==> src/rtl/mem_ops_pkg.sv <==
// Shared definitions for the multiple-register load/store path.
// Holds the opcode patterns for LDM/STM/PUSH/POP, the sequencer state
// encoding, the architectural indices of SP/LR/PC, and small decode helpers.
package mem_ops_pkg;

    localparam logic [3:0] REG_SP = 4'd13;
    localparam logic [3:0] REG_LR = 4'd14;
    localparam logic [3:0] REG_PC = 4'd15;

    // Instruction bits 15:11 identify STM/LDM; bits 10:9 belong to Rn.
    localparam logic [4:0] STM_PREFIX  = 5'b11000;
    localparam logic [4:0] LDM_PREFIX  = 5'b11001;
    localparam logic [6:0] PUSH_OPCODE = 7'b1011010;
    localparam logic [6:0] POP_OPCODE  = 7'b1011110;

    typedef enum logic [1:0] {
        ST_IDLE,
        ST_ACCESS,
        ST_DRAIN,
        ST_DONE
    } state_t;

    typedef enum logic [2:0] {
        OP_NONE,
        OP_STM,
        OP_LDM,
        OP_PUSH,
        OP_POP
    } op_kind_t;

    function automatic op_kind_t decode_op(input logic [6:0] op);
        op_kind_t kind;
        kind = OP_NONE;
        if (op[6:2] == STM_PREFIX)
            kind = OP_STM;
        else if (op[6:2] == LDM_PREFIX)
            kind = OP_LDM;
        else if (op == PUSH_OPCODE)
            kind = OP_PUSH;
        else if (op == POP_OPCODE)
            kind = OP_POP;
        return kind;
    endfunction

    function automatic logic [3:0] popcount9(input logic [8:0] m);
        logic [3:0] cnt;
        cnt = 4'd0;
        for (int i = 0; i < 9; i++)
            cnt = cnt + {3'd0, m[i]};
        return cnt;
    endfunction

endpackage

==> src/rtl/lowest_set_bit.sv <==
// Priority encoder returning the index of the lowest set bit of a 9-bit
// pending-register mask. Bits 0..7 map to R0..R7, bit 8 to the LR/PC slot,
// so LR/PC is naturally served last.
// Ports:
//   mask  - pending register mask
//   index - index (0..8) of the lowest set bit; 0 when mask is empty
module lowest_set_bit (
    input  logic [8:0] mask,
    output logic [3:0] index
);

    always_comb begin
        index = 4'd0;
        // Scan downward so the lowest set bit is the last one to win.
        for (int i = 8; i >= 0; i--) begin
            if (mask[i])
                index = 4'(i);
        end
    end

endmodule

==> src/rtl/multi_reg_sequencer.sv <==
// Sequencer for LDM/STM/PUSH/POP: breaks one multiple-register instruction
// into one memory access per cycle, ascending register order, LR/PC last.
// Ports:
//   clk, rst                  - clock, synchronous active-high reset
//   start, opcode, rn,        - request and instruction fields, sampled
//   reg_list, extra_bit,        only when start is accepted in IDLE
//   base_val
//   stall                     - downstream hold; freezes the access stream
//   reg_raddr / reg_rdata     - combinational register-file read for stores
//   mem_write_en, mem_opcode,
//   mem_addr, mem_data_out    - data-memory stage request
//   mem_rdata                 - data-memory read data (one-cycle latency)
//   wb_en, wb_reg, wb_data    - load writeback
//   base_wb_en/_reg/_val      - base register / SP update, pulsed with done
//   busy, done                - status
module multi_reg_sequencer
    import mem_ops_pkg::*;
(
    input  logic        clk,
    input  logic        rst,
    input  logic        start,
    input  logic [6:0]  opcode,
    input  logic [2:0]  rn,
    input  logic [7:0]  reg_list,
    input  logic        extra_bit,
    input  logic [31:0] base_val,
    input  logic        stall,
    output logic [3:0]  reg_raddr,
    input  logic [31:0] reg_rdata,
    output logic        mem_write_en,
    output logic [6:0]  mem_opcode,
    output logic [31:0] mem_addr,
    output logic [31:0] mem_data_out,
    input  logic [31:0] mem_rdata,
    output logic        wb_en,
    output logic [3:0]  wb_reg,
    output logic [31:0] wb_data,
    output logic        base_wb_en,
    output logic [3:0]  base_wb_reg,
    output logic [31:0] base_wb_val,
    output logic        busy,
    output logic        done
);

    state_t      state_reg;
    op_kind_t    op_reg;
    logic [6:0]  opcode_reg;
    logic [8:0]  mask_reg;
    logic [31:0] addr_reg;
    logic [3:0]  extra_idx_reg;
    logic        base_ok_reg;
    logic [3:0]  base_idx_reg;
    logic [31:0] base_upd_reg;
    logic        wb_en_reg;
    logic [3:0]  wb_reg_reg;

    // Decode of the incoming request. Unrecognised opcodes get an empty
    // mask and therefore complete immediately with no access.
    op_kind_t    start_op;
    logic        start_stack;
    logic [8:0]  start_mask;
    logic [3:0]  start_n;
    logic [31:0] span;

    assign start_op    = decode_op(opcode);
    assign start_stack = (start_op == OP_PUSH) || (start_op == OP_POP);
    assign start_mask  = (start_op == OP_NONE) ? 9'd0
                                               : {extra_bit & start_stack, reg_list};
    assign start_n     = popcount9(start_mask);
    assign span        = {26'd0, start_n, 2'b00};

    // Current access.
    logic [3:0] lsb_idx;
    logic [3:0] cur_reg;
    logic [8:0] mask_after;
    logic       is_store;
    logic       issue;

    lowest_set_bit u_lowest_set_bit (
        .mask  (mask_reg),
        .index (lsb_idx)
    );

    assign cur_reg    = (lsb_idx == 4'd8) ? extra_idx_reg : lsb_idx;
    assign mask_after = mask_reg & (mask_reg - 9'd1);
    assign is_store   = (op_reg == OP_STM) || (op_reg == OP_PUSH);
    // Reset suppresses the access of the reset cycle itself.
    assign issue      = (state_reg == ST_ACCESS) && !stall && !rst;

    always_ff @(posedge clk) begin
        if (rst) begin
            state_reg     <= ST_IDLE;
            op_reg        <= OP_NONE;
            opcode_reg    <= 7'd0;
            mask_reg      <= 9'd0;
            addr_reg      <= 32'd0;
            extra_idx_reg <= 4'd0;
            base_ok_reg   <= 1'b0;
            base_idx_reg  <= 4'd0;
            base_upd_reg  <= 32'd0;
            wb_en_reg     <= 1'b0;
            wb_reg_reg    <= 4'd0;
        end else begin
            // Load data returns one cycle after the read is issued.
            wb_en_reg <= issue && !is_store;
            if (issue && !is_store)
                wb_reg_reg <= cur_reg;

            case (state_reg)
                ST_IDLE: begin
                    if (start) begin
                        op_reg        <= start_op;
                        opcode_reg    <= opcode;
                        mask_reg      <= start_mask;
                        addr_reg      <= (start_op == OP_PUSH) ? base_val - span : base_val;
                        extra_idx_reg <= (start_op == OP_PUSH) ? REG_LR : REG_PC;
                        base_idx_reg  <= start_stack ? REG_SP : {1'b0, rn};
                        base_upd_reg  <= (start_op == OP_PUSH) ? base_val - span
                                                               : base_val + span;
                        // An LDM that reloads its own base keeps the loaded value.
                        base_ok_reg   <= (start_n != 4'd0) &&
                                         !((start_op == OP_LDM) && reg_list[rn]);
                        state_reg     <= (start_n == 4'd0) ? ST_DONE : ST_ACCESS;
                    end
                end
                ST_ACCESS: begin
                    if (!stall) begin
                        mask_reg <= mask_after;
                        addr_reg <= addr_reg + 32'd4;
                        if (mask_after == 9'd0)
                            state_reg <= is_store ? ST_DONE : ST_DRAIN;
                    end
                end
                ST_DRAIN: state_reg <= ST_DONE;
                default:  state_reg <= ST_IDLE;
            endcase
        end
    end

    assign busy         = (state_reg != ST_IDLE);
    assign done         = (state_reg == ST_DONE);
    assign mem_opcode   = opcode_reg;
    assign mem_addr     = addr_reg;
    assign mem_write_en = issue && is_store;
    assign reg_raddr    = (state_reg == ST_ACCESS) ? cur_reg : 4'd0;
    assign mem_data_out = mem_write_en ? reg_rdata : 32'd0;
    assign wb_en        = wb_en_reg && !rst;
    assign wb_reg       = wb_reg_reg;
    assign wb_data      = mem_rdata;
    assign base_wb_en   = done && base_ok_reg;
    assign base_wb_reg  = base_idx_reg;
    assign base_wb_val  = base_upd_reg;

endmodule

==> config.mk <==
export PLATFORM = sky130hd
export DESIGN_NAME = multi_reg_sequencer
export DESIGN_NICKNAME = d
export VERILOG_FILES = /design/src/rtl/mem_ops_pkg.sv /design/src/rtl/lowest_set_bit.sv /design/src/rtl/multi_reg_sequencer.sv
export SDC_FILE = /design/constraint.sdc
export NUM_CORES = 1
export LEC_CHECK = 0
export CAP_MARGIN = 10
export CORE_MARGIN = 4
export CORE_UTILIZATION = 48
export CTS_CLUSTER_SIZE = 30
export DETAILED_ROUTE_END_ITERATION = 10
export DONT_BUFFER_PORTS = 1
export SETUP_SLACK_MARGIN = 0.05
export SLEW_MARGIN = 20
export SYNTH_ARGS = -nofsm -noshare
export SYNTH_HDL_FRONTEND = slang
export SYNTH_SLANG_ARGS = --single-unit
==> constraint.sdc <==
create_clock -name clk -period 7.5 [get_ports clk]
set_input_delay 1.125 -clock clk [delete_from_list [all_inputs] [get_ports clk]]
set_output_delay 1.125 -clock clk [all_outputs]
set_load 0.03 [all_outputs]
After elaboration in Yosys (flattened, before gate mapping). Index checks and enable logic that the tools add are counted.

Input bits: 119. Output and inout bits: 152. Flip-flop bits (word level): 99.

Reductions and logical operators: 24. Multiplexer cells: 35. Magnitude comparators: 1. Bitwise gates (word level): 2. Equal/unequal tests: 16. Add/subtract/negate cells: 12.

Operators with widths (count): 32-bit two-way mux (5); 32-bit case mux with 2 select lines (1); 4-bit two-way mux (12); 32-bit by 3-bit adder with 32-bit output (second input constant) (1); 32-bit by 6-bit adder with 32-bit output (1); 32-bit by 6-bit subtractor with 32-bit output (1); 9-bit two-way mux (3); 4-bit by 1-bit adder with 4-bit output (5); 9-bit case mux with 2 select lines (1); 7-bit == test (second input constant) (2); 3-bit two-way mux (4); 5-bit == test (second input constant) (2); 9-bit bitwise AND (1); 3-bit by 2-bit == test with 1-bit output (second input constant) (3); 9-bit zero test (1); 9-bit by 1-bit subtractor with 9-bit output (second input constant) (1); 1-bit logical AND (8); 2-bit two-way mux (4); 2-bit inequality test (second input constant) (3); 2-bit case mux with 3 select lines (1); 3-bit AND reduction (2); 3-bit by 1-bit adder with 4-bit output (1); 2-bit == test (second input constant) (2); 4-bit == test (second input constant) (1); 17 further kinds (24).

Logic depth before layout (Yosys ltp).
Depth in word-level cells: 21. Mapped depth: 24. Mapped depth without buffers: 20.

By module. Synthesis repeated with hierarchy kept, for this count alone.

Cell total of the unflattened synthesis: 967. Area total of the unflattened synthesis: 7225.7 um^2.

By module, submodules not included: multi_reg_sequencer (cells each 953, times used 1, area an instance 7138.1 um^2); lowest_set_bit (cells each 14, times used 1, area an instance 87.6 um^2).

Worst setup path before layout. No wires, ideal clock.

Path kind: input to register. Start: input port opcode[5]. End: register base_upd_reg[9] (netlist: base_wb_val[9]). Arrival time: 6.503 ns. Buffers on the path: 3. Setup time: 0.117 ns. Slack: 0.881 ns. Stages on the path: 21. Cells stage by stage: nor4bb_1 buf_2 and2_1 o21a_1 clkbuf_1 and2_1 fa_1 inv_1 fa_1 fa_1 fa_1 fa_1 inv_1 ha_1 or2_2 a221oi_2 clkbuf_1 nand3b_1 o31ai_1 xor2_1 a22o_1.

Longest elaborated chain between the ends: 17. Elaborated cells on any way between the ends: 25. Those cells by class: 10 x add/sub; 6 x eq/ne; 6 x mux; 1 x bitwise; 2 x reduce/logical.

Ends and longest elaborated chain: start, declared (line multi_reg_sequencer.sv:22) `input logic [6:0] opcode,`; 7-bit == test (line mem_ops_pkg.sv:40) `else if (op == POP_OPCODE)`; 3-bit two-way mux (line mem_ops_pkg.sv:40); 3-bit two-way mux (line mem_ops_pkg.sv:38) `else if (op == PUSH_OPCODE)`; 3-bit two-way mux (line mem_ops_pkg.sv:36) `else if (op[6:2] == LDM_PREFIX)`; 3-bit two-way mux * (line mem_ops_pkg.sv:34) `if (op[6:2] == STM_PREFIX)`; 3-bit zero test (line multi_reg_sequencer.sv:67) `assign start_mask = (start_op == OP_NONE) ? 9'd0`; 9-bit two-way mux (line multi_reg_sequencer.sv:67); 1-bit by 1-bit adder with 2-bit output (line mem_ops_pkg.sv:49) `cnt = cnt + {3'd0, m[i]};`; 2-bit by 1-bit adder with 3-bit output (line mem_ops_pkg.sv:49); 3-bit by 1-bit adder with 4-bit output (line mem_ops_pkg.sv:49); 4-bit by 1-bit adder with 4-bit output (5 in series) (line mem_ops_pkg.sv:49); 32-bit by 6-bit adder with 32-bit output or 32-bit by 6-bit subtractor with 32-bit output (tied branches) (line multi_reg_sequencer.sv:119, multi_reg_sequencer.sv:118); 32-bit two-way mux * (line multi_reg_sequencer.sv:118) `base_upd_reg <= (start_op == OP_PUSH) ? base_val - span`; end signal, assigned (line multi_reg_sequencer.sv:118); end, declared (line multi_reg_sequencer.sv:53) `logic [31:0] base_upd_reg;`.

Mark *: on every way between the ends. The rest lies on a longest branch, timed or not. A chain may end at the register's enable or synchronous reset.

Worst setup path in the final report.
Start: input port opcode[5]. End: register addr_reg[22] (netlist: mem_addr[22]).

Longest elaborated chain between the ends: 19. Elaborated cells on any way between the ends: 26. Those cells by class: 9 x add/sub; 6 x eq/ne; 8 x mux; 1 x bitwise; 2 x reduce/logical.

Ends and longest elaborated chain: 7-bit == test (line mem_ops_pkg.sv:40); 3-bit two-way mux (line mem_ops_pkg.sv:40); 3-bit two-way mux (line mem_ops_pkg.sv:38); 3-bit two-way mux (line mem_ops_pkg.sv:36); 3-bit two-way mux * (line mem_ops_pkg.sv:34); 3-bit zero test (line multi_reg_sequencer.sv:67); 9-bit two-way mux (line multi_reg_sequencer.sv:67); 1-bit by 1-bit adder with 2-bit output (line mem_ops_pkg.sv:49); 2-bit by 1-bit adder with 3-bit output (line mem_ops_pkg.sv:49); 3-bit by 1-bit adder with 4-bit output (line mem_ops_pkg.sv:49); 4-bit by 1-bit adder with 4-bit output (5 in series) (line mem_ops_pkg.sv:49); 32-bit by 6-bit subtractor with 32-bit output (line multi_reg_sequencer.sv:115) `addr_reg <= (start_op == OP_PUSH) ? base_val - span : base_val;`; 32-bit two-way mux * (line multi_reg_sequencer.sv:115); 32-bit two-way mux * (line multi_reg_sequencer.sv:111) `if (start) begin`; 32-bit case mux with 2 select lines * (line multi_reg_sequencer.sv:109) `case (state_reg)`; end signal, assigned (line multi_reg_sequencer.sv:115); end signal, assigned (line multi_reg_sequencer.sv:129) `addr_reg <= addr_reg + 32'd4;`; end, declared (line multi_reg_sequencer.sv:49) `logic [31:0] addr_reg;`.

Mark *: on every way between the ends. The rest lies on a longest branch, timed or not. The select of a mux whose other input is x is not followed.

==> metrics.md <==
| Metric | Value |
|---|---|
| Util after Layout | 50.3% |
| Comb pwr share | 27.8% |
| Critical-path top delay cell | nor2_1 |
| Final Non-Filler Cells | 996 |
| CTS resizes | 0 |
| Io pins | 271 |
| Critical Path RT | 7.73 ns |
| Die Ht | 128 um |
| CP arrival | 6.97 ns |
| Drt pass-1 iters | 6 |
| Layout Skew | 0.0106 ns |
| Initial Utilization | 49.3% |
| # Max-Cap Violations | 0 |
| Final Cycle Share | 89.8% |
| R2R depth | 8 |
| Crit-path cells | nor4bb_2 > and2_1 > o21a_1 > and2_1 > fa_1 > inv_1 > fa_1 > fa_1 > fa_1 > fa_1 > xor2_1 > inv_1 > ha_1 > o21ba_2 > nor2_1 > nor3_1 > xor2_1 > a221oi_1 > nor2_1 |
| Largest net degree at the start of global routing | 82 |
| DP Cell Count | 980 |
| PwrDens | 282 mW/mm^2 |
| PortBufs | 0 |
| WS Path Type | in2reg |
| Antenna cell count | 0 |
| Top cells by area, synth | dfxtp_1, nand2_1, a21oi_1 |
| Via-per-instance ratio | 6.47 |
| CP startpoint kind | input port |
| Warnings, synthesis | 0 |
| Synth area leader | dfxtp_1 |
| Row count | 43 |
| Post-synth EDFFs | 0 |
| Cell mode on critical path | fa_1 |
| Power, Total | 1.99 mW |
| Synth Flop Type | dfxtp_1 |
| Share of the synthesized area in the top cell type | 27.9% |
| DRC | 0 |
| Pint | 1.10 mW |
| Clk root buf | clkbuf_16 |
| RR Startpoint | state_reg[1]$_SDFFE_PP0P_ |
| Hold EP | base_ok_reg$_SDFFE_PP0P_ |
| Initial DRC Count | 552 |
| Critical register-to-register path endpoint | mem_addr[19]$_SDFFE_PP0P_ |
| GR Overflow Total | 0 |
| Layout cells sized above 1 | 6.37% |
| LEAKAGE | 2.55 nW |
| Final WL | 22300 um |
| CTS tree | built |
| Final hold viol count | 0 |
| Max VDD drop | 0.000145 V |
| Register area share after synthesis | 27.9% |
| Max transition margin | 31.9% |
| Hold path cells | 2 |
| Die X | 128 um |
| Worst Path Max Fanout | 12 |
| Reg power frac | 47.0% |
| Die area | 0.0163 mm^2 |
| Synthesized area | 0.00690 mm^2 |
| Status | complete, no violations |
| # clock sinks | 96 |
| CP Capture Type | flip-flop |
| Net load switching power | 0.887 mW |
| Area growth syn-to-layout | 2.03% |
| Mean Syn Cell Area | 7.78 um^2 |
| Max H-tree Level | 3 |
| Vias in the first global route | 6061 |
| Fmax | 0.148 GHz |
| DRT antenna net count | 0 |
| Clock transition at the registers of the reported paths | 0.07 ns |
| First-pass GRT wire length | 34800 um |
| Final GP Congestion | 0.910 |
| Syn Nets | 1028 |
| Placed wire-length estimate | 16500 um |
| Core Footprint | 0.0140 mm^2 |
| Worst-margin pin slew | 1.02 ns |
| Hold buffers post-CTS | 0 |
| Number of synthesized register bits | 96 |
| Ys async rst share | 0% |
| Hold WC Path Type | reg2reg |
| Clk_lat worst skew | 0.36 ns |
| Antenna violations before repair | 0 |
| Hold_sp | base_ok_reg$_SDFFE_PP0P_ |
| Final setup violation count | 0 |
| GRT Overall Usage | 26.6% |
| RSZ-0062 raised after global routing | no |
| Flop2flop setup slack | 4.70 ns |
| Buffer depth of the longest clock path | 2 |
| Slew Viols, Final | 0 |
| Post-CTS Setup Bufs | 0 |
| Gate Count Post-Synth | 886 |
| Final min period | 6.73 ns |
| Part of the power in the clock network | 25.2% |
| Drt wl/cell | 22.3 um |
| Area of placed instances | 0.00671 mm^2 |
| Nets | 953 |
| Sw Share | 44.7% |
| Max incr delay on CP | 0.72 ns |
| Total clock buffers created by CTS | 9 |
| Final Cell Area | 0.00704 mm^2 |
| Netlist cell types | 74 |
| Setup TNS | 0 ns |
| Routed vias | 6440 |
-- power groups by stage --
stage / Combinational [mW] / Clock (mW) / Sequential, mW
floorplan: 0.468 / 0 / 0.898
global placement: 0.535 / 0 / 0.942
detailed placement: 0.545 / 0 / 0.945
CTS: 0.548 / 0.506 / 0.934
global route: 0.617 / 0.532 / 0.951
finish: 0.552 / 0.500 / 0.934
-- how the worst max path moves through the flow --
| stage | cells after the start | to | startpoint |
|---|---|---|---|
| after floorplan | 21 | base_wb_val[9]$_SDFFE_PP0P_ | opcode[5] |
| after global placement | 19 | base_wb_val[28]$_SDFFE_PP0P_ | opcode[5] |
| after detailed placement | 19 | mem_addr[22]$_SDFFE_PP0P_ | opcode[5] |
| after CTS | 19 | mem_addr[22]$_SDFFE_PP0P_ | opcode[5] |
| after global routing | 19 | mem_addr[22]$_SDFFE_PP0P_ | opcode[5] |
| final | 19 | mem_addr[22]$_SDFFE_PP0P_ | opcode[5] |
-- through the flow --
step                setup WS, ns  hold slack (ns)
finish                     0.766            0.464
global route               0.422            0.495
CTS                        0.825            0.459
detailed placement         0.465            0.448
global placement           0.647            0.439
floorplan                  0.881            0.432
-- cell usage after synthesis (5+ instances only) --
cell type and n:
buf_2 7, xnor2_1 26, xor2_1 22, nand2b_1 5
mux2i_1 5, a211oi_1 12, nor3_1 33, a22o_1 16
and3_1 19, nand3_1 34, a221oi_1 5, a31oi_1 17
nand4_1 11, o31ai_1 7, nor4_2 5, nor4_1 13
or4_1 5, a21o_1 12, o21ai_0 28, a21oi_1 58
o211ai_1 7, o22ai_1 5, and2_1 43, fa_1 7
buf_4 32, ha_1 16, inv_1 23, clkbuf_1 48
nand2_1 98, a22oi_1 11, dfxtp_1 96, a32oi_1 5
or3_1 9, nor2_1 64, buf_1 7
-- cells by family (layout without fill, tap and decap cells) --
logic type	Yosys count	after routing	synth area share, %
adders and majority gates	24	24	5.08
buffers and inverters	117	47	8.24
AOI/OAI and AO/OA	217	217	21.4
and+or+nand+nor	377	377	30.0
muxes	7	7	1.38
DFF	96	96	27.9
xor gates and xnor gates	48	48	6.10
-- layout make-up --
type / count / area [um^2]
clock buffer: 12 / 267
inverter: 23 / 86.3
tap: 180 / 225
clock inverter: 4 / 51.3
fill: 1376 / 6950
timing repair buffer: 8 / 60.1
multi-input combinational: 673 / 4420
sequential: 96 / 1920
-- routing by layer --
| layer | global-route usage (%) | vias to the layer above | routed length (um) |
|---|---|---|---|
| li1 | - | 3018 | - |
| met1 | 38.8 | 3037 | 9660 |
| met2 | 39.1 | 345 | 9850 |
| met3 | 7.42 | 40 | 2480 |
| met4 | 5.49 | 0 | 276 |
| met5 | 0 | - | 0 |
-- placed cells by master, fill, tap and decap left out, drive strengths merged, types with 8 or more instances in the layout --
cell,instances
a211oi,12
a21o,12
a21oi,58
a22o,16
a22oi,11
a31oi,17
and2,44
and3,19
buf,8
clkbuf,12
dfxtp,96
ha,16
inv,23
nand2,98
nand3,34
nand4,12
nor2,64
nor3,35
nor4,19
o21ai,28
or3,9
xnor2,26
xor2,22
-- critical path: cells and delay by family --
kind                       cells  cell delay [ns]
AOI/OAI and AO/OA              3             0.98
buffers and inverters          2             0.17
adders and majority gates      6             2.52
xor gates and xnor gates       2             0.45
and+or+nand+nor                6             1.71
Note: power is estimated with default switching activity, not from simulation.
